## config.mk

```make
export PLATFORM = sky130hd
export DESIGN_NAME = zxw_8bit_dncnt_timer
export DESIGN_NICKNAME = d
export VERILOG_FILES = /design/src/rtl/zxw_8bit_dncnt_timer_pkg.sv /design/src/rtl/zxw_nbit_dncnt_v.sv /design/src/rtl/zxw_8bit_dncnt_timer.sv
export SDC_FILE = /design/constraint.sdc
export NUM_CORES = 1
export LEC_CHECK = 0
export ABC_CLOCK_PERIOD_IN_PS = 1900
export BUFFER_PORTS_ARGS = -buffer_cell sky130_fd_sc_hd__buf_2
export CORE_MARGIN = 1
export CORE_UTILIZATION = 56
export CTS_BUF_LIST = sky130_fd_sc_hd__clkbuf_8
export DETAILED_ROUTE_END_ITERATION = 10
export GPL_TIMING_DRIVEN = 0
export PLACE_DENSITY = 0.86
export SLEW_MARGIN = 25
export SYNTH_ARGS = -nofsm -noshare
export SYNTH_HDL_FRONTEND = slang
export SYNTH_SLANG_ARGS = --single-unit
```

## constraint.sdc

```tcl
create_clock -name i_clk -period 1.9 [get_ports i_clk]
set_input_delay 0.38 -clock i_clk [delete_from_list [all_inputs] [get_ports i_clk]]
set_output_delay 0.38 -clock i_clk [all_outputs]
set_load 0.02 [all_outputs]
```

## src/rtl/zxw_8bit_dncnt_timer_pkg.sv

```systemverilog
// Shared definitions for the down-counting timer: state encoding and default width.
// Latency: n/a (package). Backpressure: n/a.
package zxw_8bit_dncnt_timer_pkg;

    localparam int WIDTH_DEF = 8;

    typedef enum logic [1:0] {
        S_IDLE = 2'b00,
        S_RUN  = 2'b01,
        S_DONE = 2'b10
    } state_t;

    // A state that accepts Start, i.e. anything other than an active countdown.
    function automatic logic start_ok(input state_t s);
        return (s != S_RUN);
    endfunction

endpackage

```

## src/rtl/zxw_nbit_dncnt_v.sv

```systemverilog
// Datapath down counter: synchronous load, decrement, or hold; load beats decrement.
// Latency: one cycle from command to o_q. Backpressure: none, decrement saturates at zero.
module zxw_nbit_dncnt_v
    import zxw_8bit_dncnt_timer_pkg::*;
#(
    parameter int WIDTH = WIDTH_DEF
) (
    input  logic             i_clk,
    input  logic             i_rst,
    input  logic             i_load,
    input  logic [WIDTH-1:0] i_load_val,
    input  logic             i_dec,
    output logic [WIDTH-1:0] o_q,
    output logic             o_is_one,
    output logic             o_is_zero
);

    logic [WIDTH-1:0] r_q;
    logic             w_zero;

    assign w_zero = (r_q == '0);

    always_ff @(posedge i_clk) begin
        if (i_rst) begin
            r_q <= '0;
        end else if (i_load) begin
            r_q <= i_load_val;
        end else if (i_dec && !w_zero) begin
            // Guarded so the count can never wrap below zero.
            r_q <= r_q - 1'b1;
        end
    end

    assign o_q       = r_q;
    assign o_is_zero = w_zero;
    assign o_is_one  = (r_q == {{(WIDTH-1){1'b0}}, 1'b1});

endmodule

```

## src/rtl/zxw_8bit_dncnt_timer.sv

```systemverilog
// Programmable down-count timer with one-shot and periodic auto-reload modes.
// Latency: Q/Busy/Done/TC registered, one cycle after the controlling edge. Backpressure: none.
module zxw_8bit_dncnt_timer
    import zxw_8bit_dncnt_timer_pkg::*;
#(
    parameter int WIDTH = WIDTH_DEF
) (
    input  logic             i_clk,
    input  logic             i_rst,
    input  logic [WIDTH-1:0] i_d,
    input  logic             i_ld_en,
    input  logic             i_start,
    input  logic             i_cnt_en,
    input  logic             i_mode,
    output logic [WIDTH-1:0] o_q,
    output logic             o_tc,
    output logic             o_busy,
    output logic             o_done
);

    state_t           r_state;
    state_t           w_state_nxt;
    logic [WIDTH-1:0] r_reload;
    logic [WIDTH-1:0] w_reload_nxt;
    logic             r_tc;
    logic             w_tc_nxt;
    logic             r_busy;
    logic             r_done;

    logic             w_load;
    logic [WIDTH-1:0] w_load_val;
    logic             w_dec;
    logic [WIDTH-1:0] w_q;
    logic             w_q_is_one;
    logic             w_q_is_zero;
    logic             w_reload_zero;

    assign w_reload_zero = (r_reload == '0);

    zxw_nbit_dncnt_v #(
        .WIDTH (WIDTH)
    ) u_cnt (
        .i_clk      (i_clk),
        .i_rst      (i_rst),
        .i_load     (w_load),
        .i_load_val (w_load_val),
        .i_dec      (w_dec),
        .o_q        (w_q),
        .o_is_one   (w_q_is_one),
        .o_is_zero  (w_q_is_zero)
    );

    // Priority below reset: LD_EN, then Start, then Cnt_EN.
    always_comb begin
        w_state_nxt  = r_state;
        w_reload_nxt = r_reload;
        w_tc_nxt     = 1'b0;
        w_load       = 1'b0;
        w_load_val   = r_reload;
        w_dec        = 1'b0;

        if (i_ld_en) begin
            w_reload_nxt = i_d;
            w_load       = 1'b1;
            w_load_val   = i_d;
            w_state_nxt  = S_IDLE;
        end else if (i_start && start_ok(r_state)) begin
            w_load     = 1'b1;
            w_load_val = r_reload;
            if (w_reload_zero) begin
                w_state_nxt = S_DONE;
                w_tc_nxt    = 1'b1;
            end else begin
                w_state_nxt = S_RUN;
            end
        end else if (r_state == S_RUN && i_cnt_en) begin
            if (w_q_is_one) begin
                w_tc_nxt = 1'b1;
                w_load   = 1'b1;
                if (i_mode) begin
                    w_load_val = r_reload;
                end else begin
                    w_load_val  = '0;
                    w_state_nxt = S_DONE;
                end
            end else begin
                w_dec = 1'b1;
            end
        end
    end

    always_ff @(posedge i_clk) begin
        if (i_rst) begin
            r_state  <= S_IDLE;
            r_reload <= '0;
            r_tc     <= 1'b0;
            r_busy   <= 1'b0;
            r_done   <= 1'b0;
        end else begin
            r_state  <= w_state_nxt;
            r_reload <= w_reload_nxt;
            r_tc     <= w_tc_nxt;
            r_busy   <= (w_state_nxt == S_RUN);
            r_done   <= (w_state_nxt == S_DONE);
        end
    end

    assign o_q    = w_q;
    assign o_tc   = r_tc;
    assign o_busy = r_busy;
    assign o_done = r_done;

endmodule

```

==> qor.yml <==
die_area_sq_mm: 0.00240
crit-reg2reg-launch: "u_cnt.o_q[4]"
dr.pass1.iters: 4
syn_nets: 165
fin_skew_ps: 2.65
die_height_microns: 49.0
cts_max_level: 1
status: "finished, violations left"
avgRoutedWirePerCell_microns: 16.3
rr_endpoint: "u_cnt.o_q[5]"
finalNetCount: 202
n_antenna_cell: 0
dp_cells: 199
fin_cells: 212
synthCells: 149
root_buffer: "clkbuf_8"
antenna_found_initial: 0
max_freq_mhz: 517
ys_async_sr_fraction: 0
area_delta_synth_final_pct: 27.4
power_density_mw_per_mm2: 710
cp-start-kind: "register"
finalCriticalPeriod_ps: 1930
yosys_warnings: 0
power_mw: 1.12
whs_ps: 389
rsz0062_at_grt: "yes"
drc: 0
drt_iter0_drc: 61
fin_crit_sh: 1.02
max_stage_delay_ps: 550
dp_hpwl_microns: 2130
synth_edf_count: 0
path_cells: "or4_4, buf_4, o31ai_4, nor2_2, a32oi_1, o22ai_1"
grt_max_degree: 12
die_x_microns: 49.0
grt-ovfl-total: 0
cp.required_ps: 2020
whs_path_depth: 3
finalSetupViolCount: 4
hold_path_startpoint: "i_d[6]"
synthFlopType: "dfxtp_1"
fillers: 141
drtAntennaViolNets: 0
worstSetupStartpoint: "u_cnt.o_q[4]"
whs_endpoint: "r_reload[6]"
start_util: 0.612
viasPerCell: 6.30
tns_ps: -76.6
cp_slowest_cell: "or4_4"
ios: 25
wirelength_microns: 3450
ir_worst_vdd_mv: 0.482
arrival_ps: 2050
slew_violations: 0
cts.sinks: 21
hold_path.class: "in -> reg"
ctsHoldBuffers: 0
worst_slew_margin_rel: 0.624
end_kind: "register"
drv_cap: 0
synth-seq-area-share: 0.340
synth.cell_area_sq_mm: 0.00124
port_buffers: 23
cts_buffer_depth: 2
fin_ws_ps: -34.3
routed-via-count: 1336
cellLeakagePower_nw: 0.657
tightest_slew_ps: 565
path_class: "reg -> reg"
rows: 16
grt_pass1_wl_microns: 4920
cts_buffers: 3
clkTransAtPathRegs_ps: 80
grt_use_total: 0.261
rrSetupSlack_ps: -30
cts_tree: "yes"
hold_viol: 0
clk_latency_ps: 250
violations: "negative setup slack"
core-area_sq_mm: 0.00202
cp_max_fo: 8
yosys_register_bits: 21
place_congestion: 0.867
grt_pass1_vias: 1104
syn_area_per_cell_sq_um: 8.30
synth_cell_types: 47
r2r_cells: 6
drive_above_1_share: 0.351
-- final cells by class --
cell class / count / area [sq um] / share of cell area
Multi-Input combinational cell: 115 / 813 / 0.516
Sequential cell: 21 / 432 / 0.274
Timing Repair Buffer: 34 / 198 / 0.125
Clock buffer: 3 / 41.3 / 0.0262
Buffer: 6 / 36.3 / 0.0230
Tap cell: 27 / 33.8 / 0.0214
Inverter: 5 / 18.8 / 0.0119
Clock inverter: 1 / 3.75 / 0.00238
-- synthesized netlist by cell type, types with 2 or more instances --
cell type / count / area share
o31ai_1: 2 / 0.012
buf_2: 4 / 0.016
nor2b_1: 2 / 0.010
a221oi_1: 3 / 0.021
nor2_1: 21 / 0.064
inv_1: 5 / 0.015
dfxtp_1: 21 / 0.34
o21ai_0: 2 / 0.0081
a211oi_1: 2 / 0.012
ha_1: 2 / 0.020
nor3_1: 9 / 0.036
clkbuf_1: 3 / 0.0091
a21oi_1: 11 / 0.044
nand3_1: 4 / 0.016
a31oi_1: 2 / 0.010
nor4_1: 3 / 0.015
mux2i_1: 8 / 0.065
nand4_1: 2 / 0.010
nand2_1: 11 / 0.033
nand2b_1: 4 / 0.020
or2_2: 2 / 0.010
-- metrics by stage --
step                 util  worst slack, ps  cell area [sq um]
detailed placement  0.686             -129               1390
global route        0.780            -82.9               1580
finish              0.780            -34.3               1580
floorplan               -             71.7               1240
CTS                 0.722             2.56               1460
global placement    0.686             -114               1390
-- flip-flops by register name (all words and copies together), names as in the netlist --
signal and flops:
o_busy 1, r_reload 8, o_done 1, u_cnt.o_q 8
r_state 2, o_tc 1
-- logic make-up after synthesis --
kind of cell	after synthesis	share of synthesized area
AOI/OAI and AO/OA	38	0.256
DFF	21	0.340
and+or+nand+nor	66	0.269
adders and majority gates	2	0.0202
buffers and inverters	13	0.0435
xor gates and xnor gates	1	0.00708
muxes	8	0.0647
-- worst max-delay path, delay by kind of cell, from the launching register on --
family / cells / cell delay (ps)
buffers and inverters: 1 / 160
AND/OR/NAND/NOR: 2 / 650
flip-flops: 1 / 390
AO/OA/AOI/OAI: 3 / 600
-- per-layer routing --
layer	routed length, microns	global-route usage	vias to the layer above
met5	0	0	-
met4	70	0.0539	0
met3	235	0.0280	8
met2	1730	0.451	64
met1	1420	0.350	637
li1	-	-	627
-- how the worst max path moves through the flow --
stage               slack (ps)  cells after the start      endpoint
finish                     -30                      6  u_cnt.o_q[5]
global route               -80                      6  u_cnt.o_q[5]
CTS                          3                      7  u_cnt.o_q[4]
detailed placement        -130                      8  u_cnt.o_q[4]
global placement          -110                      8  u_cnt.o_q[4]
floorplan                   70                      8  u_cnt.o_q[3]
-- where the power goes --
group          internal [mW]  switching, mW  leakage [nW]
clock                  0.144          0.139        0.0269
sequential             0.470         0.0416         0.175
combinational          0.140          0.187         0.455
total                  0.753          0.367         0.657
-- placed cells by master (no fill, tap or decap), types with 4 or more instances in the layout --
master / synthesis / layout
dfxtp_1: 21 / 16
buf_4: 0 / 12
a21oi_1: 11 / 10
buf_2: 4 / 25
inv_1: 5 / 6
nand2b_1: 4 / 4
nand2_1: 11 / 11
mux2i_1: 8 / 8
nand3_1: 4 / 4
nor2_1: 21 / 20
nor3_1: 9 / 9
-- what timing repair did --
item / 4_1_cts / 5_1_grt
buffers inserted: 2 / 9
resized for setup: 5 / 18
pin swaps: 3 / 11
gates cloned: 0 / 0
setup endpoints to repair: 6 / 8
(Power assumes the default switching activity.)
